File: src/rtl/rtc_pkg.sv
// rtc_pkg: shared calendar definitions for the real-time clock.
//   MON_*          month numbers (1-based)
//   is_leap        Gregorian leap-year test on a full year number
//   days_in_month  month length in days for a given month and leap flag
package rtc_pkg;

  localparam logic [3:0] MON_JAN = 4'd1;
  localparam logic [3:0] MON_FEB = 4'd2;
  localparam logic [3:0] MON_MAR = 4'd3;
  localparam logic [3:0] MON_APR = 4'd4;
  localparam logic [3:0] MON_MAY = 4'd5;
  localparam logic [3:0] MON_JUN = 4'd6;
  localparam logic [3:0] MON_JUL = 4'd7;
  localparam logic [3:0] MON_AUG = 4'd8;
  localparam logic [3:0] MON_SEP = 4'd9;
  localparam logic [3:0] MON_OCT = 4'd10;
  localparam logic [3:0] MON_NOV = 4'd11;
  localparam logic [3:0] MON_DEC = 4'd12;

  // Divisible by 4 but not by 100, or divisible by 400.
  function automatic logic is_leap(input int unsigned year);
    return (((year % 32'd4) == 32'd0) && ((year % 32'd100) != 32'd0)) ||
           ((year % 32'd400) == 32'd0);
  endfunction

  // Out-of-range months return 0 so that any day fails a range check against it.
  function automatic logic [4:0] days_in_month(input logic [3:0] month, input logic leap);
    logic [4:0] dim;
    case (month)
      MON_JAN, MON_MAR, MON_MAY, MON_JUL,
      MON_AUG, MON_OCT, MON_DEC:          dim = 5'd31;
      MON_APR, MON_JUN, MON_SEP, MON_NOV: dim = 5'd30;
      MON_FEB:                            dim = leap ? 5'd29 : 5'd28;
      default:                            dim = 5'd0;
    endcase
    return dim;
  endfunction

endpackage

File: src/rtl/rtc_prescaler.sv
// rtc_prescaler: divides count-enabled CLK cycles down to a one-per-second tick.
//   CLK, RST  clock, asynchronous active-high reset
//   ce_i      count enable; the counter holds while low
//   clr_i     synchronous clear to 0 (wins over ce_i)
//   tick_o    combinational, high on the enabled cycle where the counter wraps
module rtc_prescaler #(
  parameter int unsigned PRESCALE = 50_000_000
) (
  input  logic CLK,
  input  logic RST,
  input  logic ce_i,
  input  logic clr_i,
  output logic tick_o
);
  import rtc_pkg::*;

  // A one-bit counter is kept for PRESCALE=1; it simply stays at 0 and ticks every enable.
  localparam int unsigned CNT_W = (PRESCALE > 1) ? $clog2(PRESCALE) : 1;
  localparam logic [CNT_W-1:0] LAST = CNT_W'(PRESCALE - 1);

  logic [CNT_W-1:0] cnt_q;
  logic [CNT_W-1:0] cnt_d;

  // Next count and wrap tick.
  always_comb begin
    cnt_d  = cnt_q;
    tick_o = 1'b0;
    if (clr_i) begin
      cnt_d = '0;
    end else if (ce_i) begin
      if (cnt_q == LAST) begin
        cnt_d  = '0;
        tick_o = 1'b1;
      end else begin
        cnt_d = cnt_q + CNT_W'(1);
      end
    end else begin
      cnt_d = cnt_q;
    end
  end

  // Counter register.
  always_ff @(posedge CLK or posedge RST) begin
    if (RST) begin
      cnt_q <= '0;
    end else begin
      cnt_q <= cnt_d;
    end
  end

endmodule

File: src/rtl/rtc_calendar.sv
// rtc_calendar: hh:mm:ss plus day/month/year real-time clock with Gregorian leap years.
//   CLK, RST               clock, asynchronous active-high reset
//   CE                     count enable for the seconds prescaler
//   LOAD, L_*              one-cycle load strobe and the time/date to load (range checked)
//   ALARM_EN, A_HOURS/MINS hh:mm alarm
//   Hours..Year            current time and date (Year is an offset from YEAR_BASE)
//   Hours12, PM            12-hour display decode of Hours
//   SEC_PULSE              one cycle high alongside every new seconds value
//   ALARM                  one cycle high when a tick reaches A_HOURS:A_MINS:00
//   LOAD_ERR               one cycle high after a rejected load
module rtc_calendar #(
  parameter int unsigned PRESCALE  = 50_000_000,
  parameter int unsigned YEAR_BASE = 2000,
  parameter int unsigned YEAR_W    = 7
) (
  input  logic              CLK,
  input  logic              RST,
  input  logic              CE,
  input  logic              LOAD,
  input  logic [4:0]        L_HOURS,
  input  logic [5:0]        L_MINS,
  input  logic [5:0]        L_SECS,
  input  logic [4:0]        L_DAY,
  input  logic [3:0]        L_MONTH,
  input  logic [YEAR_W-1:0] L_YEAR,
  input  logic              ALARM_EN,
  input  logic [4:0]        A_HOURS,
  input  logic [5:0]        A_MINS,
  output logic [4:0]        Hours,
  output logic [5:0]        Mins,
  output logic [5:0]        Secs,
  output logic [4:0]        Day,
  output logic [3:0]        Month,
  output logic [YEAR_W-1:0] Year,
  output logic [3:0]        Hours12,
  output logic              PM,
  output logic              SEC_PULSE,
  output logic              ALARM,
  output logic              LOAD_ERR
);
  import rtc_pkg::*;

  logic [4:0]        hours_q, hours_d;
  logic [5:0]        mins_q, mins_d;
  logic [5:0]        secs_q, secs_d;
  logic [4:0]        day_q, day_d;
  logic [3:0]        month_q, month_d;
  logic [YEAR_W-1:0] year_q, year_d;
  logic              sec_pulse_q, sec_pulse_d;
  logic              alarm_q, alarm_d;
  logic              load_err_q, load_err_d;

  logic       tick_s;
  logic       load_ok_s;
  logic [4:0] load_dim_s;
  logic [4:0] cur_dim_s;

  // A load (valid or not) suppresses counting for that cycle; only a valid load clears.
  rtc_prescaler #(.PRESCALE(PRESCALE)) u_prescaler (
    .CLK    (CLK),
    .RST    (RST),
    .ce_i   (CE & ~LOAD),
    .clr_i  (LOAD & load_ok_s),
    .tick_o (tick_s)
  );

  assign load_dim_s = days_in_month(L_MONTH, is_leap(YEAR_BASE + 32'(L_YEAR)));
  assign cur_dim_s  = days_in_month(month_q, is_leap(YEAR_BASE + 32'(year_q)));

  // load_dim_s is 0 for an illegal month, so the day check also rejects it.
  assign load_ok_s = (L_HOURS < 5'd24) && (L_MINS < 6'd60) && (L_SECS < 6'd60) &&
                     (L_DAY >= 5'd1) && (L_DAY <= load_dim_s);

  // Next-state: load has priority over the seconds tick, then the carry chain.
  always_comb begin
    hours_d     = hours_q;
    mins_d      = mins_q;
    secs_d      = secs_q;
    day_d       = day_q;
    month_d     = month_q;
    year_d      = year_q;
    sec_pulse_d = 1'b0;
    alarm_d     = 1'b0;
    load_err_d  = 1'b0;
    if (LOAD) begin
      if (load_ok_s) begin
        hours_d = L_HOURS;
        mins_d  = L_MINS;
        secs_d  = L_SECS;
        day_d   = L_DAY;
        month_d = L_MONTH;
        year_d  = L_YEAR;
      end else begin
        load_err_d = 1'b1;
      end
    end else if (tick_s) begin
      sec_pulse_d = 1'b1;
      if (secs_q == 6'd59) begin
        secs_d = 6'd0;
        if (mins_q == 6'd59) begin
          mins_d = 6'd0;
          if (hours_q == 5'd23) begin
            hours_d = 5'd0;
            if (day_q >= cur_dim_s) begin
              day_d = 5'd1;
              if (month_q == MON_DEC) begin
                month_d = MON_JAN;
                year_d  = year_q + YEAR_W'(1);
              end else begin
                month_d = month_q + 4'd1;
              end
            end else begin
              day_d = day_q + 5'd1;
            end
          end else begin
            hours_d = hours_q + 5'd1;
          end
        end else begin
          mins_d = mins_q + 6'd1;
        end
      end else begin
        secs_d = secs_q + 6'd1;
      end
      // Next time is always in range, so out-of-range alarm settings never match.
      alarm_d = ALARM_EN && (hours_d == A_HOURS) && (mins_d == A_MINS) && (secs_d == 6'd0);
    end else begin
      sec_pulse_d = 1'b0;
    end
  end

  // Time/date and pulse registers.
  always_ff @(posedge CLK or posedge RST) begin
    if (RST) begin
      hours_q     <= 5'd0;
      mins_q      <= 6'd0;
      secs_q      <= 6'd0;
      day_q       <= 5'd1;
      month_q     <= MON_JAN;
      year_q      <= '0;
      sec_pulse_q <= 1'b0;
      alarm_q     <= 1'b0;
      load_err_q  <= 1'b0;
    end else begin
      hours_q     <= hours_d;
      mins_q      <= mins_d;
      secs_q      <= secs_d;
      day_q       <= day_d;
      month_q     <= month_d;
      year_q      <= year_d;
      sec_pulse_q <= sec_pulse_d;
      alarm_q     <= alarm_d;
      load_err_q  <= load_err_d;
    end
  end

  // 12-hour decode: 0 -> 12 AM, 13..23 -> 1..11 PM.
  always_comb begin
    Hours12 = hours_q[3:0];
    if (hours_q == 5'd0) begin
      Hours12 = 4'd12;
    end else if (hours_q > 5'd12) begin
      Hours12 = 4'(hours_q - 5'd12);
    end else begin
      Hours12 = hours_q[3:0];
    end
  end

  assign PM        = (hours_q >= 5'd12);
  assign Hours     = hours_q;
  assign Mins      = mins_q;
  assign Secs      = secs_q;
  assign Day       = day_q;
  assign Month     = month_q;
  assign Year      = year_q;
  assign SEC_PULSE = sec_pulse_q;
  assign ALARM     = alarm_q;
  assign LOAD_ERR  = load_err_q;

endmodule

File: config.mk
export PLATFORM = sky130hd
export DESIGN_NAME = rtc_calendar
export DESIGN_NICKNAME = d
export VERILOG_FILES = /design/src/rtl/rtc_pkg.sv /design/src/rtl/rtc_prescaler.sv /design/src/rtl/rtc_calendar.sv
export SDC_FILE = /design/constraint.sdc
export NUM_CORES = 1
export LEC_CHECK = 0
export ABC_AREA = 1
export CELL_PAD_IN_SITES_DETAIL_PLACEMENT = 1
export CELL_PAD_IN_SITES_GLOBAL_PLACEMENT = 1
export CORE_UTILIZATION = 40
export DETAILED_ROUTE_END_ITERATION = 8
export PLACE_DENSITY = 0.93
export SLEW_MARGIN = 0
export SYNTH_ARGS = -nofsm -noshare
export SYNTH_HDL_FRONTEND = slang
export SYNTH_SLANG_ARGS = --single-unit
File: constraint.sdc
create_clock -name CLK -period 7.4 [get_ports CLK]
set_input_delay 0.74 -clock CLK [delete_from_list [all_inputs] [get_ports CLK]]
set_output_delay 0.74 -clock CLK [all_outputs]
set_load 0.05 [all_outputs]
-- Yosys cells after proc, flatten, opt, wreduce, memory -nomap -nowiden
Index checks and enable logic that the tools add are counted.
- $lt $le $gt $ge: 8
- mux-type cells: 62
- reductions and logical operators: 34
- eq/ne operators: 31
- add/subtract/negate cells: 10
- bitwise logic cells: 3
- divide/modulo/power cells: 4
- operators by type and width (operator ; number):
    $logic_not 32->1 ; 4
    $mux 26 ; 3
    $mux 6 ; 13
    $mux 5 ; 15
    $mod 32x7->32 const B ; 2
    $mod 32x9->32 const B ; 2
    $reduce_bool 32->1 ; 2
    $mux 7 ; 8
    $eq 4x4->1 const B ; 10
    $mux 4 ; 10
    $eq 4x3->1 const B ; 8
    $pmux 5 s3 ; 2
    $add 26x1->26 const B ; 1
    $eq 26x26->1 const B ; 1
    $add 11x7->12 const A ; 2
    $eq 4x2->1 const B ; 4
    $reduce_bool 2->1 ; 7
    $reduce_or 7->1 ; 2
    $add 6x1->6 const B ; 2
    $eq 6x6->1 const B ; 2
    $lt 6x6->1 const B ; 2
    $mux 1 ; 11
    $add 5x1->5 const B ; 2
    $logic_and 1x1->1 ; 9
    other kinds (24) ; 28
- output and inout bits: 41
- flip-flop bits (word level): 62

-- Longest topological paths before layout
Gate-level depths: netlist of run 1.
- word-level depth: 19
- gate-level depth with buffers: 56
- gate-level depth less buffers: 54

-- Cells and area by module
A second synthesis of run 1 with hierarchy kept.
- cells, all modules: 1208
- area, all modules: 7458.4 um2
- by module, submodules not included (module ; area each (um2) ; times used ; cells an instance):
    rtc_calendar ; 5703.0 ; 1 ; 937
    rtc_prescaler ; 1755.4 ; 1 ; 271

-- Least setup slack after synthesis of run 1
Ideal clock, no wire load.
- path kind: input-to-reg
- from: input L_YEAR[4]
- to: register year_q[2], in the netlist Year[2]
- cell stages on the path: 50
- required time: 7.317 ns
- data arrival time: 6.188 ns
- buffers on the path: 2
- path slack: 1.129 ns
- cell sequence: ha_1 -> inv_1 -> ha_1 -> ha_1 -> inv_2 -> nand3_2 -> nand2_2 -> nor2_4 -> nand3_4 -> nand2_8 -> nand2_4 -> nand2_2 -> nand2_4 -> nor2_4 -> nand2_4 -> nand2_4 -> nand2_1 -> nand2_2 -> [14 not listed] -> a21oi_1 -> nand3_1 -> nand2_1 -> nand2_1 -> nand2_1 -> nand2_1 -> ha_1 -> nand3_1 -> o22ai_1 -> o2111ai_1 -> nand2_1 -> inv_1 -> a21oi_1 -> nand3b_1 -> nor3_1 -> clkbuf_1 -> o211ai_1 -> o21ai_0
- cells in the longest elaborated chain, start to end: 13
- ends and longest elaborated chain (what ; line ; RTL):
    from (decl) ; rtc_calendar.sv:25 ; input logic [YEAR_W-1:0] L_YEAR,
    $add 11x7->12 (*) ; rtc_calendar.sv:67 ; assign load_dim_s = days_in_month(L_MONTH, is_leap(YEAR_BASE + 32'(L_YEAR)));
    $mod 32x7->32 ; rtc_pkg.sv:22 ; return (((year % 32'd4) == 32'd0) && ((year % 32'd100) != 32'd0)) ||
    $reduce_bool 32->1 ; rtc_pkg.sv:22 ;
    $logic_and 1x1->1 ; rtc_pkg.sv:22 ;
    $logic_or 1x1->1 (*) ; rtc_pkg.sv:22 ;
    $mux 1 (*) ; rtc_pkg.sv:33 ; MON_FEB: dim = leap ? 5'd29 : 5'd28;
    $pmux 5 s3 (*) ; rtc_pkg.sv:29 ; case (month)
    $le 5x5->1 (*) ; rtc_calendar.sv:72 ; (L_DAY >= 5'd1) && (L_DAY <= load_dim_s);
    $logic_and 1x1->1 (*) ; rtc_calendar.sv:72 ;
    $and 1x1->1 ; rtc_calendar.sv:63 ; .clr_i (LOAD & load_ok_s),
    $mux 1 ; rtc_prescaler.sv:28 ; if (clr_i) begin
    $reduce_bool 2->1 (no source line) ; - ;
    $reduce_and 7->1 (no source line) (*) ; - ;
    to (signal assigned) ; rtc_calendar.sv:149 ; year_q <= year_d;
    to (decl) ; rtc_calendar.sv:48 ; logic [YEAR_W-1:0] year_q, year_d;
Every way passes the cells marked *; elsewhere a longest branch is shown, timed or not.
A chain may end at the register's enable or synchronous reset.

-- Worst setup path in the final report of run 1
- from: input L_YEAR[4]
- to: register year_q[5], in the netlist Year[5]
Same word-level chain as after synthesis.

==> flow_summary.json, run 1 <==
{
  "status": "completed",
  "clock_path_buffers": 2,
  "ys_ff_latch": 62,
  "synth_area_per_cell_sq_um": 6.409,
  "nNetsFinal": 1303,
  "syn_area_sq_mm": 0.007133,
  "setup_viol": 0,
  "cts.sinks": 62,
  "ys_warn_count": 0,
  "wirelength_um": 24400,
  "num_rows": 48,
  "layout_commonest_cell": "nand2_1",
  "cts_root_buf": "clkbuf_16",
  "io_pins": 90,
  "grt_usage_pct": 26.37,
  "clkTransAtPathRegs_ns": 0.06,
  "antenna_found_initial": 0,
  "syn_nets": 1201,
  "final_cell_mix": "nand2_1, inv_1, nand3_1",
  "crit_family": "simple AND/OR/NAND/NOR gates",
  "critPathSlowestCell": "clkdlybuf4s50_1",
  "min_path_type": "flip-flop to flip-flop",
  "max_slew_margin_pct": 42.59,
  "synth_edf_count": 0,
  "gp_routability_congestion": 0.8393,
  "drc": 0,
  "fp.dieH_um": 135.5,
  "instances_no_fill": 1445,
  "syn-instance-count": 1113,
  "start_util_pct": 41.10,
  "multi_input_area_sq_mm": 0.004969,
  "clock_latency_ns": 0.34,
  "drt_iter0_drc": 489,
  "io_buffers": 89,
  "synth_ff_type": "dfrtp_1",
  "fin_area_sq_mm": 0.008768,
  "seq_area_frac_synth_pct": 21.79,
  "drv_cap": 0,
  "place_area_sq_mm": 0.008279,
  "hpwl_um": 18390,
  "layout-drive-gt1-share_pct": 12.46,
  "critPathLaunchType": "primary input",
  "cts_tree": "done",
  "ant_nets": 0,
  "dp.cells": 1417,
  "regArea_sq_mm": 0.001554,
  "ctsHoldBuffers": 0,
  "cp_num_buf_inv": 9,
  "grt_start_max_net_pins": 63,
  "routed-via-count": 8128,
  "grt_overflow": 0,
  "diodes": 0,
  "synthArstFlopShare_pct": 100.0,
  "critPathMaxStageDelay_ns": 0.49,
  "critPathKind": "primary input to flip-flop",
  "grt_pass1_vias": 8230,
  "fmax_mhz": 143.2,
  "tightestPinTransition_ns": 0.8611,
  "via_per_inst": 5.625,
  "end_kind": "flip-flop",
  "fillers": 2287,
  "worst_ep_required_time_ns": 7.63,
  "area_delta_synth_final_pct": 22.93,
  "core_area_sq_mm": 0.01736,
  "finalHoldViolations": 0,
  "drtPass1Iterations": 5,
  "finalClockSkew_ns": 0.009653,
  "cpMostUsedCell": "nand2_1",
  "synth.distinct_cells": 57,
  "timing.final.crit_period_ns": 6.982,
  "wl_per_cell_um": 16.89,
  "die_area_sq_mm": 0.01837,
  "cts_buffers": 9,
  "grt_pass1_wl_um": 39210,
  "critPathArrivalTime_ns": 7.22,
  "drv_slew": 0,
  "cp_max_fo": 10,
  "period_share_pct": 94.35,
  "htreeDepth": 3,
  "die_w_um": 135.5
}
-- worst register-to-register path, delay by kind of cell, from the launching register on --
family	cells	cell delay, ns
AOI/OAI and AO/OA	1	0.20
adders and majority gates	4	1.12
buffers and inverters	5	0.62
DFF	1	0.53
and+or+nand+nor	37	3.98
-- metrics by stage --
stage	util [%]	setup TNS, ns	hold WS [ns]	worst slack (ns)
3_5_place_dp	47.70	-4.891	0.5473	-0.3942
6_report	50.52	0	0.5606	0.4181
4_1_cts	49.58	0	0.5623	0.1868
2_1_floorplan	-	0	0.4901	1.129
5_1_grt	50.52	-0.06034	0.5993	-0.05709
3_3_place_gp	47.70	0	0.5201	0.05374
-- final timing paths --
| check | start | to | slack (ns) | depth (start not counted) |
|---|---|---|---|---|
| worst min-delay path | u_prescaler.cnt_q[23]$_DFFE_PP0P_ | u_prescaler.cnt_q[23]$_DFFE_PP0P_ | 0.56 | 2 |
| min in group asynchronous | RST | Month[2]$_DFFE_PP0P_ | 1.00 | 3 |
| max in group asynchronous | RST | Secs[2]$_DFFE_PP0P_ | 5.85 | 3 |
| worst max register to register | Year[4]$_DFFE_PP0P_ | Year[5]$_DFFE_PP0P_ | 0.84 | 47 |
| worst max-delay path | L_YEAR[4] | Year[5]$_DFFE_PP0P_ | 0.42 | 50 |
| worst min register to register | u_prescaler.cnt_q[23]$_DFFE_PP0P_ | u_prescaler.cnt_q[23]$_DFFE_PP0P_ | 0.56 | 2 |
-- timing repair --
| action | in CTS | in global routing |
|---|---|---|
| endpoints found under the setup margin | 11 | 56 |
| gates cloned | 0 | 2 |
| buffers inserted | 1 | 9 |
| pin swaps | 1 | 6 |
| resized for setup | 3 | 19 |
-- flip-flops by register name, summed over array words and instances, names as in the netlist --
signal             cells
ALARM                  1
Day                    5
Hours                  5
LOAD_ERR               1
Mins                   6
Month                  4
SEC_PULSE              1
Secs                   6
Year                   7
u_prescaler.cnt_q     26
-- cells by family after synthesis --
kind of cell,after synthesis,synth area share (%)
AND/OR/NAND/NOR,623,43.26
adder cells (fa/ha/maj),39,6.841
flip-flops,62,21.79
AO/OA/AOI/OAI,181,15.02
XOR/XNOR,27,3.315
buffers and inverters,181,9.788
-- final cells by class --
class                           count  area share (%)
Multi-Input combinational cell    871           56.66
Tap cell                          225           3.211
Clock inverter                      4          0.8276
Clock buffer                       12           2.697
Timing Repair Buffer              108           11.90
Sequential cell                    62           17.72
Inverter                          163           6.978
-- Yosys cell counts, types with 2 or more instances --
library cell / n / share of area, %
a21oi_1: 28 / 2.0
a22oi_1: 4 / 0.42
a31oi_1: 14 / 1.2
and3_1: 2 / 0.18
buf_6: 2 / 0.32
clkbuf_1: 15 / 0.79
clkinv_1: 3 / 0.16
dfrtp_1: 60 / 21
dfstp_2: 2 / 0.74
ha_1: 39 / 6.8
inv_1: 144 / 7.6
inv_2: 16 / 0.84
nand2_1: 266 / 14
nand2_2: 35 / 3.1
nand2_4: 9 / 1.4
nand3_1: 100 / 7.0
nand3_2: 15 / 2.1
nand3_4: 2 / 0.49
nand3b_1: 5 / 0.53
nand4_1: 36 / 3.2
nand4_2: 3 / 0.53
nor2_1: 86 / 4.5
nor2_2: 6 / 0.53
nor2_4: 8 / 1.3
nor3_1: 33 / 2.3
nor4_1: 8 / 0.70
o211ai_1: 13 / 1.4
o21ai_0: 79 / 5.5
o21ai_1: 9 / 0.63
o21ai_2: 2 / 0.25
o221ai_1: 2 / 0.25
o22ai_1: 13 / 1.1
o32ai_1: 5 / 0.61
xnor2_1: 9 / 1.1
xor2_1: 18 / 2.2
-- per-layer routing --
layer | wire, um | share of wire [%] | global-route usage [%] | vias up
li1 | - | - | - | 3941
met1 | 10890 | 45 | 33.65 | 3993
met2 | 12350 | 51 | 46.29 | 164
met3 | 860 | 3.5 | 4.003 | 30
met4 | 303 | 1.2 | 6.117 | 0
met5 | 0 | 0 | 0 | -
Power of run 1 is left out: the tool's default activity adds up to more than one toggle a clock period on the data nets, which glitch-free logic cannot reach.
==> run 2, diff against run 1 <==
--- a/config.mk
+++ b/config.mk
@@ -5,12 +5,12 @@
 export SDC_FILE = /design/constraint.sdc
 export NUM_CORES = 1
 export LEC_CHECK = 0
-export ABC_AREA = 1
+export ABC_AREA = 0
 export CELL_PAD_IN_SITES_DETAIL_PLACEMENT = 1
 export CELL_PAD_IN_SITES_GLOBAL_PLACEMENT = 1
-export CORE_UTILIZATION = 40
+export CORE_UTILIZATION = 43
 export DETAILED_ROUTE_END_ITERATION = 8
-export PLACE_DENSITY = 0.93
+export PLACE_DENSITY = 0.94
 export SLEW_MARGIN = 0
 export SYNTH_ARGS = -nofsm -noshare
 export SYNTH_HDL_FRONTEND = slang
==> flow_summary.json, run 2 <==
{
  "synthArstFlopShare_pct": 100.0,
  "cts_root_buf": "clkbuf_16",
  "fp.dieH_um": 137.1,
  "io_buffers": 89,
  "synth_most_common_cell": "o21ai_0",
  "hpwl_um": 25820,
  "dp_slack_ns": -1.357,
  "grt_usage_pct": 79.69,
  "worst-ep-kind": "register data pin",
  "cts_buffers": 9,
  "syn-instance-count": 1048,
  "ys_warn_count": 0,
  "ys_ff_latch": 62,
  "num_rows": 49,
  "status": "stopped before the end",
  "gp_routability_congestion": 0.9514,
  "synth.distinct_cells": 104,
  "yosysTopAreaCell": "dfrtp_1",
  "seq_area_frac_synth_pct": 19.79,
  "grt_start_max_net_pins": 63,
  "syn_nets": 1136,
  "synthTopCellsByArea": "dfrtp_1, o21ai_0, ha_1",
  "haltStage": "5_1_grt",
  "ctsHoldBuffers": 0,
  "start_util_pct": 43.86,
  "synth_edf_count": 0,
  "htreeDepth": 3,
  "cts.sinks": 62,
  "grt_worst_setup_endpoint": "Secs[2]$_DFFE_PP0P_/D",
  "syn_area_sq_mm": 0.007853,
  "grt_overflow": 65,
  "firstError": "[ERROR GRT-0232] Routing congestion too high. Check the congestion heatmap in the GUI.",
  "synth_common_cells": "o21ai_0, nand2_1, nor2_1",
  "synth_area_per_cell_sq_um": 7.493,
  "die_w_um": 137.1,
  "synth_ff_type": "dfrtp_1",
  "clock_path_buffers": 2,
  "io_pins": 90,
  "yosysTopAreaCellShare_pct": 19.12
}
run 2: changes by cell type after synthesis, sizes merged, moves of 13 or more:
cell / change
o21ai: +19
nor2: -13
mux2i: +21
nor2b: +15
and3: +19
a21oi: +43
inv: -114
nand2: -217
nand4: -24
buf: +16
xnor2: +23
o31ai: +20
nand3: -68
nand2b: +15
run 2: cells by family after synthesis:
kind of cell             count (synthesis)  synth area share, %
AO/OA/AOI/OAI                          381                33.65
XOR/XNOR                                43                5.083
adder cells (fa/ha/maj)                 41                6.469
buffers and inverters                   93                5.322
flip-flops                              62                19.79
multiplexers                            28                3.728
AND/OR/NAND/NOR                        400                25.96
run 2: stage by stage:
stage	cell area, sq um	std cells	util [%]	hold slack, ns	setup TNS [ns]
after floorplan	7869	1048	-	0.4457	0
after global placement	9881	1461	55.19	0.4691	-6.961
after detailed placement	9881	1461	55.19	0.4762	-61.13
after CTS	11090	1506	61.92	0.4949	0
run 2: what timing repair did:
item                                    4_1_cts
pin swaps                                    41
resized for setup                           155
buffers inserted                             29
endpoints found under the hold margin         0
endpoints found under the setup margin       60
cloned                                        1
run 2: routing by layer:
metal	GRT overflow	GRT usage, %
met5	0	23.61
met4	32	79.67
met3	2	65.67
met2	31	93.38
met1	0	81.80
==> run 3, diff against run 2 <==
--- a/config.mk
+++ b/config.mk
@@ -6,11 +6,9 @@
 export NUM_CORES = 1
 export LEC_CHECK = 0
 export ABC_AREA = 0
-export CELL_PAD_IN_SITES_DETAIL_PLACEMENT = 1
-export CELL_PAD_IN_SITES_GLOBAL_PLACEMENT = 1
-export CORE_UTILIZATION = 43
+export CORE_UTILIZATION = 40
 export DETAILED_ROUTE_END_ITERATION = 8
-export PLACE_DENSITY = 0.94
+export PLACE_DENSITY_LB_ADDON = 0.15
 export SLEW_MARGIN = 0
 export SYNTH_ARGS = -nofsm -noshare
 export SYNTH_HDL_FRONTEND = slang
==> flow_summary.json, run 3 <==
{
  "start_util_pct": 41.43,
  "die_area_sq_mm": 0.02020,
  "grt_overflow": 0,
  "fp.dieH_um": 142.1,
  "hpwl_um": 18760,
  "synth_edf_count": 0,
  "ctsHoldBuffers": 0,
  "cts_buffers": 9,
  "fmax_mhz": 140.0,
  "rsz0062_at_grt": "yes",
  "finalClockSkew_ns": 0.007558,
  "synthTopCellsByArea": "dfrtp_1, o21ai_0, ha_1",
  "status": "completed",
  "grt_pass1_vias": 8181,
  "yosys-mux-area-fraction_pct": 3.728,
  "io_pins": 90,
  "max_slew_margin_pct": 28.06,
  "period_share_pct": 96.54,
  "dp.cells": 1492,
  "sequentialPowerShare_pct": 13.1,
  "nNetsFinal": 1352,
  "wirelength_um": 25780,
  "synth_xor_area_share_pct": 5.083,
  "synthAdderAreaFrac_pct": 6.469,
  "die_w_um": 142.1,
  "layout_commonest_cell": "buf_4",
  "seq_area_frac_synth_pct": 19.79,
  "num_rows": 50,
  "synth_top_family_by_area": "compound AO/OA/AOI/OAI gates",
  "switching_power_w": 0.002084,
  "final_cell_mix": "buf_4, o21ai_0, nand2_1",
  "clkTransAtPathRegs_ns": 0.06,
  "critPathMaxStageDelay_ns": 0.56,
  "grt_pass1_wl_um": 40700,
  "core_area_sq_mm": 0.01896,
  "cts_tree": "done",
  "io_buffers": 89,
  "drv_slew": 0,
  "drt_iter0_drc": 636,
  "gp_routability_congestion": 0.9062,
  "critPathKind": "primary input to flip-flop",
  "grt_usage_pct": 24.59,
  "worst_slack_ns": 0.2558,
  "startpoint": "L_YEAR[4]",
  "instances_no_fill": 1529,
  "sw_frac_of_total_pct": 50.20,
  "diodes": 0,
  "cp_max_fo": 6,
  "htreeDepth": 3,
  "min_path_type": "flip-flop to flip-flop",
  "antenna_found_initial": 0,
  "yosysTopAreaCellShare_pct": 19.12,
  "max-vdd-ir-drop_uv": 267.1,
  "syn-instance-count": 1048,
  "syn_nets": 1136,
  "end_kind": "flip-flop",
  "synth_compound_gate_area_share_pct": 33.65,
  "drv_cap": 0,
  "cts.sinks": 62,
  "clock_path_buffers": 2,
  "via_per_inst": 5.905,
  "drtPass1Iterations": 5,
  "worst_ep_required_time_ns": 7.66,
  "synth.distinct_cells": 104,
  "wl_per_cell_um": 16.86,
  "critPathArrivalTime_ns": 7.40,
  "syn_area_sq_mm": 0.007853,
  "critPathLaunchType": "primary input",
  "power.internal_w": 0.002067,
  "synth-simple-area-share_pct": 25.96,
  "yosysTopAreaCell": "dfrtp_1",
  "area_delta_synth_final_pct": 39.60,
  "synth_ff_type": "dfrtp_1",
  "synth_area_per_cell_sq_um": 7.493,
  "setup_viol": 0,
  "cellPowerDensity_mw_per_mm2": 378.7,
  "layout-drive-gt1-share_pct": 23.64,
  "comb_power_share_pct": 75.4,
  "tightestPinTransition_ns": 1.052,
  "hold_start": "u_prescaler.cnt_q[25]$_DFFE_PP0P_",
  "routed-via-count": 9028,
  "ys_warn_count": 0,
  "synth_common_cells": "o21ai_0, nand2_1, nor2_1",
  "timing.final.crit_period_ns": 7.144,
  "ant_nets": 0,
  "ys_ff_latch": 62,
  "dp_slack_ns": -0.3872,
  "clock_latency_ns": 0.34,
  "largest_reg_flops": 26,
  "critPathSlowestCell": "or4_4",
  "drc": 0,
  "fillers": 1730,
  "regMostFlops": "u_prescaler.cnt_q",
  "finalHoldViolations": 0,
  "grt_start_max_net_pins": 63,
  "cts_root_buf": "clkbuf_16",
  "clkPwrFrac_pct": 11.5,
  "p_leak_nw": 4.423,
  "synth_most_common_cell": "o21ai_0",
  "r2r_start": "Year[5]$_DFFE_PP0P_",
  "synthArstFlopShare_pct": 100.0
}
==> run 3: cell counts after synthesis <==
No cell type changed its count.
==> run 3: logic make-up after synthesis <==
| logic type | after synthesis |
|---|---|
| simple gates | 400 |
| buf+inv | 93 |
| flops | 62 |
| xor+xnor | 43 |
| mux | 28 |
| compound gates | 381 |
| fa+ha+maj | 41 |
==> run 3: worst max-delay path: cells and delay by family <==
family / cells / cell delay, ns
compound gates: 18 / 3.08
simple gates: 9 / 1.71
buf+inv: 7 / 1.13
fa+ha+maj: 4 / 0.72
==> run 3: final timing paths <==
| kind | to | slack (ns) | cells after the start |
|---|---|---|---|
| max | Year[6]$_DFFE_PP0P_ | 0.26 | 38 |
| max reg2reg | Year[6]$_DFFE_PP0P_ | 0.43 | 32 |
| min | u_prescaler.cnt_q[25]$_DFFE_PP0P_ | 0.48 | 1 |
| max in group asynchronous | Secs[4]$_DFFE_PP0P_ | 5.89 | 3 |
| min in group asynchronous | u_prescaler.cnt_q[17]$_DFFE_PP0P_ | 0.96 | 3 |
| min reg2reg | u_prescaler.cnt_q[25]$_DFFE_PP0P_ | 0.48 | 1 |
==> run 3: repair_timing <==
action	CTS	global route
buffers inserted	3	15
cloned	0	3
resized for setup	8	93
setup endpoints to repair	16	58
pin swaps	4	29
==> run 3: power groups by stage <==
stage          clock [W]  combinational [W]  sequential [W]
5_1_grt         0.000498            0.00340        0.000560
2_1_floorplan          0            0.00180        0.000712
4_1_cts         0.000484            0.00277        0.000541
3_3_place_gp           0            0.00272        0.000546
6_report        0.000477            0.00313        0.000543
3_5_place_dp           0            0.00273        0.000545
==> run 3: per-layer routing <==
metal  track usage (%)  share of wire, %  vias up
met4             5.886               1.5        0
li1                  -                 -     4437
met2             39.83                47      283
met1             34.31                47     4275
met5                 0                 0        -
met3             3.365               4.8       33
==> run 3: layout make-up <==
class	instances	area (sq um)	area share, %
clock inverter	6	93.84	0.8561
inverter	46	175.2	1.598
clock buffer	10	239.0	2.180
sequential	62	1554	14.18
timing repair buffer	251	2162	19.72
tap	260	325.3	2.968
multi-input combinational	894	6412	58.50
==> run 3: through the flow <==
stage | TNS (ns) | power, W | hold slack [ns] | instance area (sq um) | util (%)
after floorplan | 0 | 0.002514 | 0.4457 | 7869 | -
after global placement | -7.734 | 0.003271 | 0.4632 | 9945 | 52.46
final | 0 | 0.004151 | 0.4799 | 10960 | 57.83
after global routing | -2.757 | 0.004460 | 0.5076 | 10960 | 57.83
after detailed placement | -15.71 | 0.003275 | 0.4628 | 9945 | 52.46
after CTS | 0 | 0.003792 | 0.4763 | 10340 | 54.57
(Power assumes the default switching activity.)
